==> src/rtl/lap_stopwatch_pkg.sv <==
// Shared types and constants for the lap stopwatch: FSM encoding, BCD limits
// and the BCD digit-pair increment helper.
package lap_stopwatch_pkg;

  typedef enum logic [1:0] {
    IDLE  = 2'd0,
    RUN   = 2'd1,
    LAP   = 2'd2,
    PAUSE = 2'd3
  } state_t;

  localparam logic [7:0] BCD_MAX_CC = 8'h99;
  localparam logic [7:0] BCD_MAX_SS = 8'h59;
  localparam logic [7:0] BCD_MAX_MM = 8'h59;

  typedef struct packed {
    logic [7:0] mm;
    logic [7:0] ss;
    logic [7:0] cc;
  } bcd_time_t;

  // Adds one to a two-digit BCD value; the caller handles wrap at its limit.
  function automatic logic [7:0] bcd_inc(input logic [7:0] v);
    if (v[3:0] == 4'd9) return {v[7:4] + 4'd1, 4'd0};
    return {v[7:4], v[3:0] + 4'd1};
  endfunction

endpackage

==> src/rtl/lap_stopwatch_bcd_up_counter_mod.sv <==
// Two-digit BCD up counter that wraps to zero after MAX_BCD and flags the wrap
// with a carry in the same cycle as the wrapping increment.
module bcd_up_counter_mod
  import lap_stopwatch_pkg::*;
#(
  parameter logic [7:0] MAX_BCD = 8'h99
) (
  input  logic       clk,
  input  logic       reset_n,
  input  logic       clr,
  input  logic       inc,
  output logic [7:0] count,
  output logic       carry
);

  logic [7:0] count_q;
  logic [7:0] count_d;

  always_comb begin
    carry   = inc && (count_q == MAX_BCD);
    count_d = count_q;
    if (clr)      count_d = '0;
    else if (inc) count_d = carry ? '0 : bcd_inc(count_q);
  end

  always_ff @(posedge clk or negedge reset_n) begin
    if (!reset_n) count_q <= '0;
    else          count_q <= count_d;
  end

  assign count = count_q;

endmodule

==> src/rtl/lap_stopwatch.sv <==
// Count-up mm:ss.cc stopwatch with lap freeze, saturation at 59:59.99 and a
// BCD display word that switches between ss:cc and mm:ss.
module lap_stopwatch
  import lap_stopwatch_pkg::*;
#(
  parameter int CLK_HZ  = 100_000_000,
  parameter int TICK_HZ = 100
) (
  input  logic        clk,
  input  logic        reset_n,
  input  logic        btn_start,
  input  logic        btn_lap,
  input  logic        btn_clear,
  output logic [15:0] value,
  output logic        show_min,
  output logic        running,
  output logic        lap_active,
  output logic        overflow
);

  localparam int DIV = CLK_HZ / TICK_HZ;
  localparam int PW  = (DIV > 1) ? $clog2(DIV) : 1;
  localparam logic [PW-1:0] PRESC_LAST = PW'(DIV - 1);

  state_t        state_q;
  logic [PW-1:0] presc_q, presc_d;
  bcd_time_t     live, lap_q, src;
  logic          overflow_q;
  logic [7:0]    cnt_cc, cnt_ss, cnt_mm;
  logic          cc_carry, ss_carry, mm_carry;
  logic          counting, tick, at_max, sat, cnt_clr, cc_inc;
  logic          clr_win, start_win, lap_win;

  // Only the highest-priority pulse of a simultaneous group is acted upon.
  assign clr_win   = btn_clear;
  assign start_win = btn_start && !btn_clear;
  assign lap_win   = btn_lap && !btn_start && !btn_clear;

  assign counting = (state_q == RUN) || (state_q == LAP);
  assign tick     = counting && (presc_q == PRESC_LAST);
  assign live     = {cnt_mm, cnt_ss, cnt_cc};
  assign at_max   = (live == {BCD_MAX_MM, BCD_MAX_SS, BCD_MAX_CC});
  assign cnt_clr  = (state_q == PAUSE) && clr_win;
  assign cc_inc   = tick && !at_max;
  // A tick at the top value (or any cascade reaching past minutes) saturates.
  assign sat      = tick && (at_max || mm_carry);

  always_comb begin
    presc_d = presc_q;
    case (state_q)
      IDLE:    presc_d = '0;
      RUN,
      LAP:     presc_d = tick ? '0 : presc_q + PW'(1);
      PAUSE:   presc_d = cnt_clr ? '0 : presc_q;
      default: presc_d = '0;
    endcase
  end

  bcd_up_counter_mod #(.MAX_BCD(BCD_MAX_CC)) u_cnt_cc (
    .clk(clk), .reset_n(reset_n), .clr(cnt_clr), .inc(cc_inc),
    .count(cnt_cc), .carry(cc_carry)
  );
  bcd_up_counter_mod #(.MAX_BCD(BCD_MAX_SS)) u_cnt_ss (
    .clk(clk), .reset_n(reset_n), .clr(cnt_clr), .inc(cc_carry),
    .count(cnt_ss), .carry(ss_carry)
  );
  bcd_up_counter_mod #(.MAX_BCD(BCD_MAX_MM)) u_cnt_mm (
    .clk(clk), .reset_n(reset_n), .clr(cnt_clr), .inc(ss_carry),
    .count(cnt_mm), .carry(mm_carry)
  );

  always_ff @(posedge clk or negedge reset_n) begin
    if (!reset_n) begin
      state_q    <= IDLE;
      presc_q    <= '0;
      lap_q      <= '0;
      overflow_q <= 1'b0;
    end else begin
      presc_q <= presc_d;
      if (sat) begin
        state_q    <= PAUSE;
        overflow_q <= 1'b1;
      end else begin
        case (state_q)
          IDLE: if (start_win) state_q <= RUN;
          RUN: begin
            if (start_win) state_q <= PAUSE;
            else if (lap_win) begin
              state_q <= LAP;
              lap_q   <= live;
            end
          end
          LAP: begin
            if (start_win)    state_q <= PAUSE;
            else if (lap_win) state_q <= RUN;
          end
          PAUSE: begin
            if (clr_win) begin
              state_q    <= IDLE;
              overflow_q <= 1'b0;
            end else if (start_win && !overflow_q) begin
              state_q <= RUN;
            end
          end
          default: state_q <= IDLE;
        endcase
      end
    end
  end

  assign src        = (state_q == LAP) ? lap_q : live;
  assign show_min   = (src.mm != 8'h00);
  assign value      = show_min ? {src.mm, src.ss} : {src.ss, src.cc};
  assign running    = counting;
  assign lap_active = (state_q == LAP);
  assign overflow   = overflow_q;

endmodule

==> config.mk <==
export PLATFORM = sky130hd
export DESIGN_NAME = lap_stopwatch
export DESIGN_NICKNAME = d
export VERILOG_FILES = /design/src/rtl/lap_stopwatch_pkg.sv /design/src/rtl/lap_stopwatch_bcd_up_counter_mod.sv /design/src/rtl/lap_stopwatch.sv
export SDC_FILE = /design/constraint.sdc
export NUM_CORES = 1
export LEC_CHECK = 0
export ABC_AREA = 1
export CAP_MARGIN = 25
export CELL_PAD_IN_SITES_DETAIL_PLACEMENT = 0
export CELL_PAD_IN_SITES_GLOBAL_PLACEMENT = 1
export CORE_MARGIN = 2
export CORE_UTILIZATION = 35
export CTS_BUF_LIST = sky130_fd_sc_hd__clkbuf_2
export CTS_CLUSTER_DIAMETER = 40
export DETAILED_ROUTE_END_ITERATION = 8
export PLACE_DENSITY_LB_ADDON = 0.25
export SYNTH_ARGS = -nofsm -noshare
export SYNTH_HDL_FRONTEND = slang
export SYNTH_SLANG_ARGS = --single-unit
==> constraint.sdc <==
create_clock -name clk -period 2.3 [get_ports clk]
set_input_delay 0.23 -clock clk [delete_from_list [all_inputs] [get_ports clk]]
set_output_delay 0.23 -clock clk [all_outputs]
set_load 0.02 [all_outputs]
## Word-level counts from Yosys, hierarchy flattened

Cells that the tools add are included.
W data, S select, Z words.

| storage, ports and cells | value |
|---|---|
| output and inout bits | 20 |
| logic and storage cells | 112 |
| bits of input ports | 5 |
| bits in registers | 71 |

| cells by class | value |
|---|---|
| reduce and logical (&&, ||, !) cells | 34 |
| eq/ne operators | 16 |
| $add $sub $neg | 7 |
| bitwise gates (word level) | 2 |
| muxes and demuxes | 41 |

Operators with widths:

| kind | number |
|---|---|
| $mux W8 | 15 |
| $pmux W20 S3 | 1 |
| $mux W20 | 2 |
| $add A4 B1 Y4 const B | 6 |
| $eq A24 B23 Y1 const B | 1 |
| $mux W24 | 1 |
| $add A20 B1 Y20 const B | 1 |
| $eq A20 B20 Y1 const B | 1 |
| $eq A8 B7 Y1 const B | 2 |
| $mux W16 | 1 |
| $mux W2 | 8 |
| $eq A4 B4 Y1 const B | 3 |
| $mux W1 | 12 |
| $logic_and A1 B1 Y1 | 11 |
| $reduce_bool A2 Y1 | 5 |
| $reduce_bool A3 Y1 | 3 |
| $eq A8 B8 Y1 const B | 1 |
| $pmux W2 S4 | 1 |
| $reduce_and A2 Y1 | 4 |
| $reduce_and A4 Y1 | 2 |
| $reduce_bool A8 Y1 | 1 |
| $eq A2 B2 Y1 const B | 2 |
| $logic_not A1 Y1 | 4 |
| $ne A4 B1 Y1 const B | 1 |
| other kinds (9) | 11 |

## Logic depth before layout (Yosys ltp)

| logic depth | value |
|---|---|
| word-level depth | 12 |
| depth in mapped cells | 12 |
| depth with buffers taken out | 12 |

## By module

From an unflattened synthesis, not the netlist that was laid out.

| second synthesis, totals | value |
|---|---|
| cell total of the unflattened synthesis | 631 |
| area total of the unflattened synthesis | 4636.9 um^2 |

Modules (own cells, without submodules):

| module | cells an instance | seq. area each (um^2) | area an instance (um^2) | instances |
|---|---|---|---|---|
| lap_stopwatch | 420 | 1176.1 | 3126.7 | 1 |
| bcd_up_counter_mod at u_cnt_mm ... | 70 | 200.2 | 503.0 | 2 |
| bcd_up_counter_mod at u_cnt_cc | 71 | 200.2 | 504.2 | 1 |

## Worst setup path before layout

OpenSTA, ideal clock, no wires.

| timing path | value |
|---|---|
| path type | flip-flop to output port |
| start | register state_q[0] |
| end | output value[6] |
| cell stages (with the launch flop) | 10 |
| required time | 2.070 ns |
| slack | 0.021 ns |
| arrival time | 2.049 ns |
| path buffers | 2 |
| path through | dfrtp_1 -> inv_1 -> ha_1 -> buf_6 -> nand2_1 -> o21ai_0 -> nor4_1 -> nand2_2 -> buf_6 -> o21ai_2 |

| between the ends | value |
|---|---|
| longest elaborated chain between the ends | 4 |

RTL lines:

| item | line | text |
|---|---|---|
| start, declared | lap_stopwatch.sv:25 | `state_t state_q;` |
| start signal, assigned | lap_stopwatch.sv:74 | `state_q <= IDLE;` |
| start signal, assigned | lap_stopwatch.sv:81 | `state_q <= PAUSE;` |
| start signal, assigned | lap_stopwatch.sv:85 | `IDLE: if (start_win) state_q <= RUN;` |
| $eq A2 B2 Y1 | -- |  |
| named net lap_active | lap_stopwatch.sv:17 | `output logic lap_active,` |
| $mux W24 | lap_stopwatch.sv:111 | `assign src = (state_q == LAP) ? lap_q : live;` |
| $reduce_bool A8 Y1 | lap_stopwatch.sv:112 | `assign show_min = (src.mm != 8'h00);` |
| named net show_min | lap_stopwatch.sv:15 | `output logic show_min,` |
| $mux W16 | lap_stopwatch.sv:113 | `assign value = show_min ? {src.mm, src.ss} : {src.ss, src.cc};` |
| end, declared | lap_stopwatch.sv:14 | `output logic [15:0] value,` |

The timed path passes the listed nets, and every way through them passes these cells.

## Final worst setup path

| timing path | value |
|---|---|
| start | register state_q[1] |
| end | output value[7] |

| between the ends | value |
|---|---|
| longest elaborated chain between the ends | 4 |

RTL lines:

| item | line |
|---|---|
| $eq A2 B2 Y1 * | lap_stopwatch.sv:111 |
| $mux W24 * | lap_stopwatch.sv:111 |
| $reduce_bool A8 Y1 | lap_stopwatch.sv:112 |
| $mux W16 * | lap_stopwatch.sv:113 |

Every way passes the cells marked *; elsewhere a longest branch is shown, timed or not.

==> run_results.csv <==
group,metric,value,unit
final_layout,final_cell_mix,"nand2_1 (138), dfrtp_1 (71), inv_1 (67)",
clocking,clk_pin_slew_worst_paths,0.21,ns
final_layout,drive_above_1_share,0.225,
pwr,p_per_area,830,mW/mm2
detailed_routing,ant_nets,0,
worst_setup_path,crit_cells,10,
detailed_routing,wl,10800,um
worst_setup_path,critPathMaxFanout,8,
floorplanning,boundaryPins,25,
final_layout,final_common_cell,"nand2_1",
final_layout,nNetsFinal,671,
yosys,synth_seq_area_share,0.402,
yosys,syn_nets,606,
sta,hold_viol,0,
sta,min_period,2.67,ns
min_path,min_path_type,"in -> async",
detailed_routing,vias,3888,
global_routing,grt_start_max_net_pins,72,
worst_setup_path,cp.required,2.07,ns
worst_setup_path,end_kind,"primary output",
status,violations,"negative setup slack",
detailed_routing,drtPass1Iterations,4,
worst_setup_path,criticalPathCategory,"reg -> out",
pwr,vdd_drop_max,0.357,mV
floorplanning,die_x,116,um
sta,rsz0062_at_grt,"true",
clocking,clkSinkCount,71,
sta,max_freq,0.374,GHz
worst_setup_path,crit_top_cell,"buf_6",
global_routing,grt_usage,0.176,
sta,setup_violations,17,
sta,fin_tns_setup,-5.67,ns
worst_setup_path,cp_slowest_stage_delay,0.46,ns
clocking,clock_latency,0.58,ns
sta,max_slew_margin,0.685,
pwr,p_leak,2.58,nW
floorplanning,start_util,0.354,
clocking,numCtsBuffers,9,
yosys,netlist_instances,583,
final_layout,final_util,0.444,
detailed_routing,viasPerCell,4.71,
clocking,h-tree-depth,3,
clocking,cts_tree,"built",
detailed_routing,wl_per_cell,13.1,um
sta,tightest_slew,0.467,ns
global_routing,antenna_found_initial,0,
worst_setup_path,crit_chain,"ha_4 -> buf_6 -> nand2_2 -> o21ai_2 -> nor4_2 -> buf_4 -> nand2_8 -> buf_16 -> o21ai_4 -> buf_6",
yosys,syn-cell-area,0.00442,mm2
sta,period_share,1.16,
final_layout,antenna_cells,0,
yosys,ys_seq_elements,71,
global_routing,overflow,0,
pwr,power,4.59,mW
floorplanning,core,0.0125,mm2
placed_design,place_congestion,0.853,
clocking,clockBufferDepth,2,
clocking,clock-root-buffer,"clkbuf_2",
global_routing,grt_pass1_vias,3770,
floorplanning,dieArea,0.0135,mm2
detailed_routing,drt_iter0_drc,217,
status,status,"finished with violations",
global_routing,grt_pass1_wl,18300,um
detailed_routing,drc_errors,0,
floorplanning,die_h,116,um
worst_setup_path,critPathLaunch,"state_q[1]",
final_layout,stdcell_area,0.00554,mm2
worst_setup_path,r2r-start,"state_q[0]",
worst_setup_path,critical_path_buf_inv_count,4,
yosys,yosysWarnings,0,
worst_setup_path,cp_data_arrival_time,2.44,ns
sta,maxSlewViolCount,0,
job,cap_viol_max_count,0,
floorplanning,rows,41,
yosys,syn_area_per_cell,7.58,um2
placed_design,dpl-instance-area,0.00505,mm2
worst_setup_path,r2r_cells,12,
worst_setup_path,path_delay_family,"buffers and inverters",
placed_design,hpwl,7960,um
placed_design,place.port_buffers,24,
final_layout,areaGrowthSynthToFinish,25.3,%
sta,clock_skew,0.0221,ns
yosys,ys_types,36,
sta,fin_ws,-0.371,ns
worst_setup_path,startpoint_type,"flip-flop",
worst_setup_path,cp_slowest_cell,"dfrtp_1",
## sequential cells by signal, indices dropped and copies added, names as in the netlist
signal	flops
u_cnt_cc.count	8
u_cnt_ss.count	8
overflow	1
lap_q	24
presc_q	20
u_cnt_mm.count	8
state_q	2
## final cells by class
class,count,area (um2)
clock buffer,9,45.0
clock inverter,7,73.8
fill,1269,6930
inverter,76,285
multi-input combinational,423,2460
sequential,71,1780
tap,172,215
timing repair buffer,67,681
## cells by family (layout without fill, tap and decap cells)
logic type / Yosys count / in the layout / synth area share
simple gates: 296 / 296 / 0.302
compound gates: 93 / 93 / 0.127
flops: 71 / 71 / 0.402
xor+xnor: 15 / 15 / 0.0297
mux: 1 / 1 / 0.00227
fa+ha+maj: 18 / 18 / 0.0510
buf+inv: 89 / 159 / 0.0861
## synth_stat cells, drive strengths merged
cell / instances / share of area
o21a: 1 / 0.0017
a21oi: 15 / 0.020
dfrtp: 71 / 0.40
nand3: 43 / 0.053
nand3b: 3 / 0.0051
or2: 1 / 0.0014
ha: 18 / 0.051
nor3b: 1 / 0.0017
clkbuf: 3 / 0.0025
xnor2: 4 / 0.0079
mux2i: 1 / 0.0023
nor2: 56 / 0.054
o21bai: 7 / 0.018
nor4: 2 / 0.0028
o22ai: 3 / 0.0042
o21ai: 67 / 0.083
inv: 76 / 0.065
nor3: 11 / 0.012
nand4: 17 / 0.024
xor2: 11 / 0.022
nand2: 161 / 0.15
and3: 1 / 0.0014
buf: 10 / 0.019
## layer usage
metal | vias up | GRT usage | wire (um)
met1 | 1786 | 0.219 | 4970
li1 | 2023 | - | -
met4 | 0 | 0.0754 | 291
met3 | 20 | 0.0389 | 306
met2 | 59 | 0.294 | 5270
met5 | - | 0 | 0
## where the power goes
part           switching, mW  internal, mW  total (mW)
Clock                  0.512         0.252       0.764
Sequential             0.111          1.39        1.50
Combinational           1.29          1.04        2.33
Total                   1.92          2.68        4.59
## final timing paths
kind,end,slack (ns)
worst max-delay path,value[7],-0.37
worst min-delay path,lap_q[20],0.16
worst max register to register,u_cnt_mm.count[2],0.10
worst min register to register,lap_q[8],0.50
max in group asynchronous,presc_q[18],1.80
min in group clk,lap_q[8],0.45
## stage by stage
| stage | instances | hold WS (ns) | worst slack (ns) |
|---|---|---|---|
| final | 825 | 0.156 | -0.371 |
| after global routing | 825 | 0.152 | -0.550 |
| after CTS | 822 | 0.156 | -0.422 |
| after detailed placement | 798 | 0.290 | -0.354 |
| after global placement | 798 | 0.291 | -0.310 |
| after floorplan | 583 | -0.0656 | 0.0212 |
## timing repair
action	in CTS	in global routing
hold endpoints to repair	71	0
endpoints found under the setup margin	19	30
resized for setup	138	23
cloned	3	0
pin swaps	5	7
setup buffers	4	3
hold buffers	1	0
## worst register-to-register path, delay by kind of cell (launching register included)
kind / cells / cell delay, ns
and+or+nand+nor: 6 / 0.90
buffers and inverters: 4 / 0.41
DFF: 1 / 0.41
adders and majority gates: 1 / 0.35
AOI/OAI and AO/OA: 1 / 0.06
Note: power is estimated with default switching activity, not from simulation.
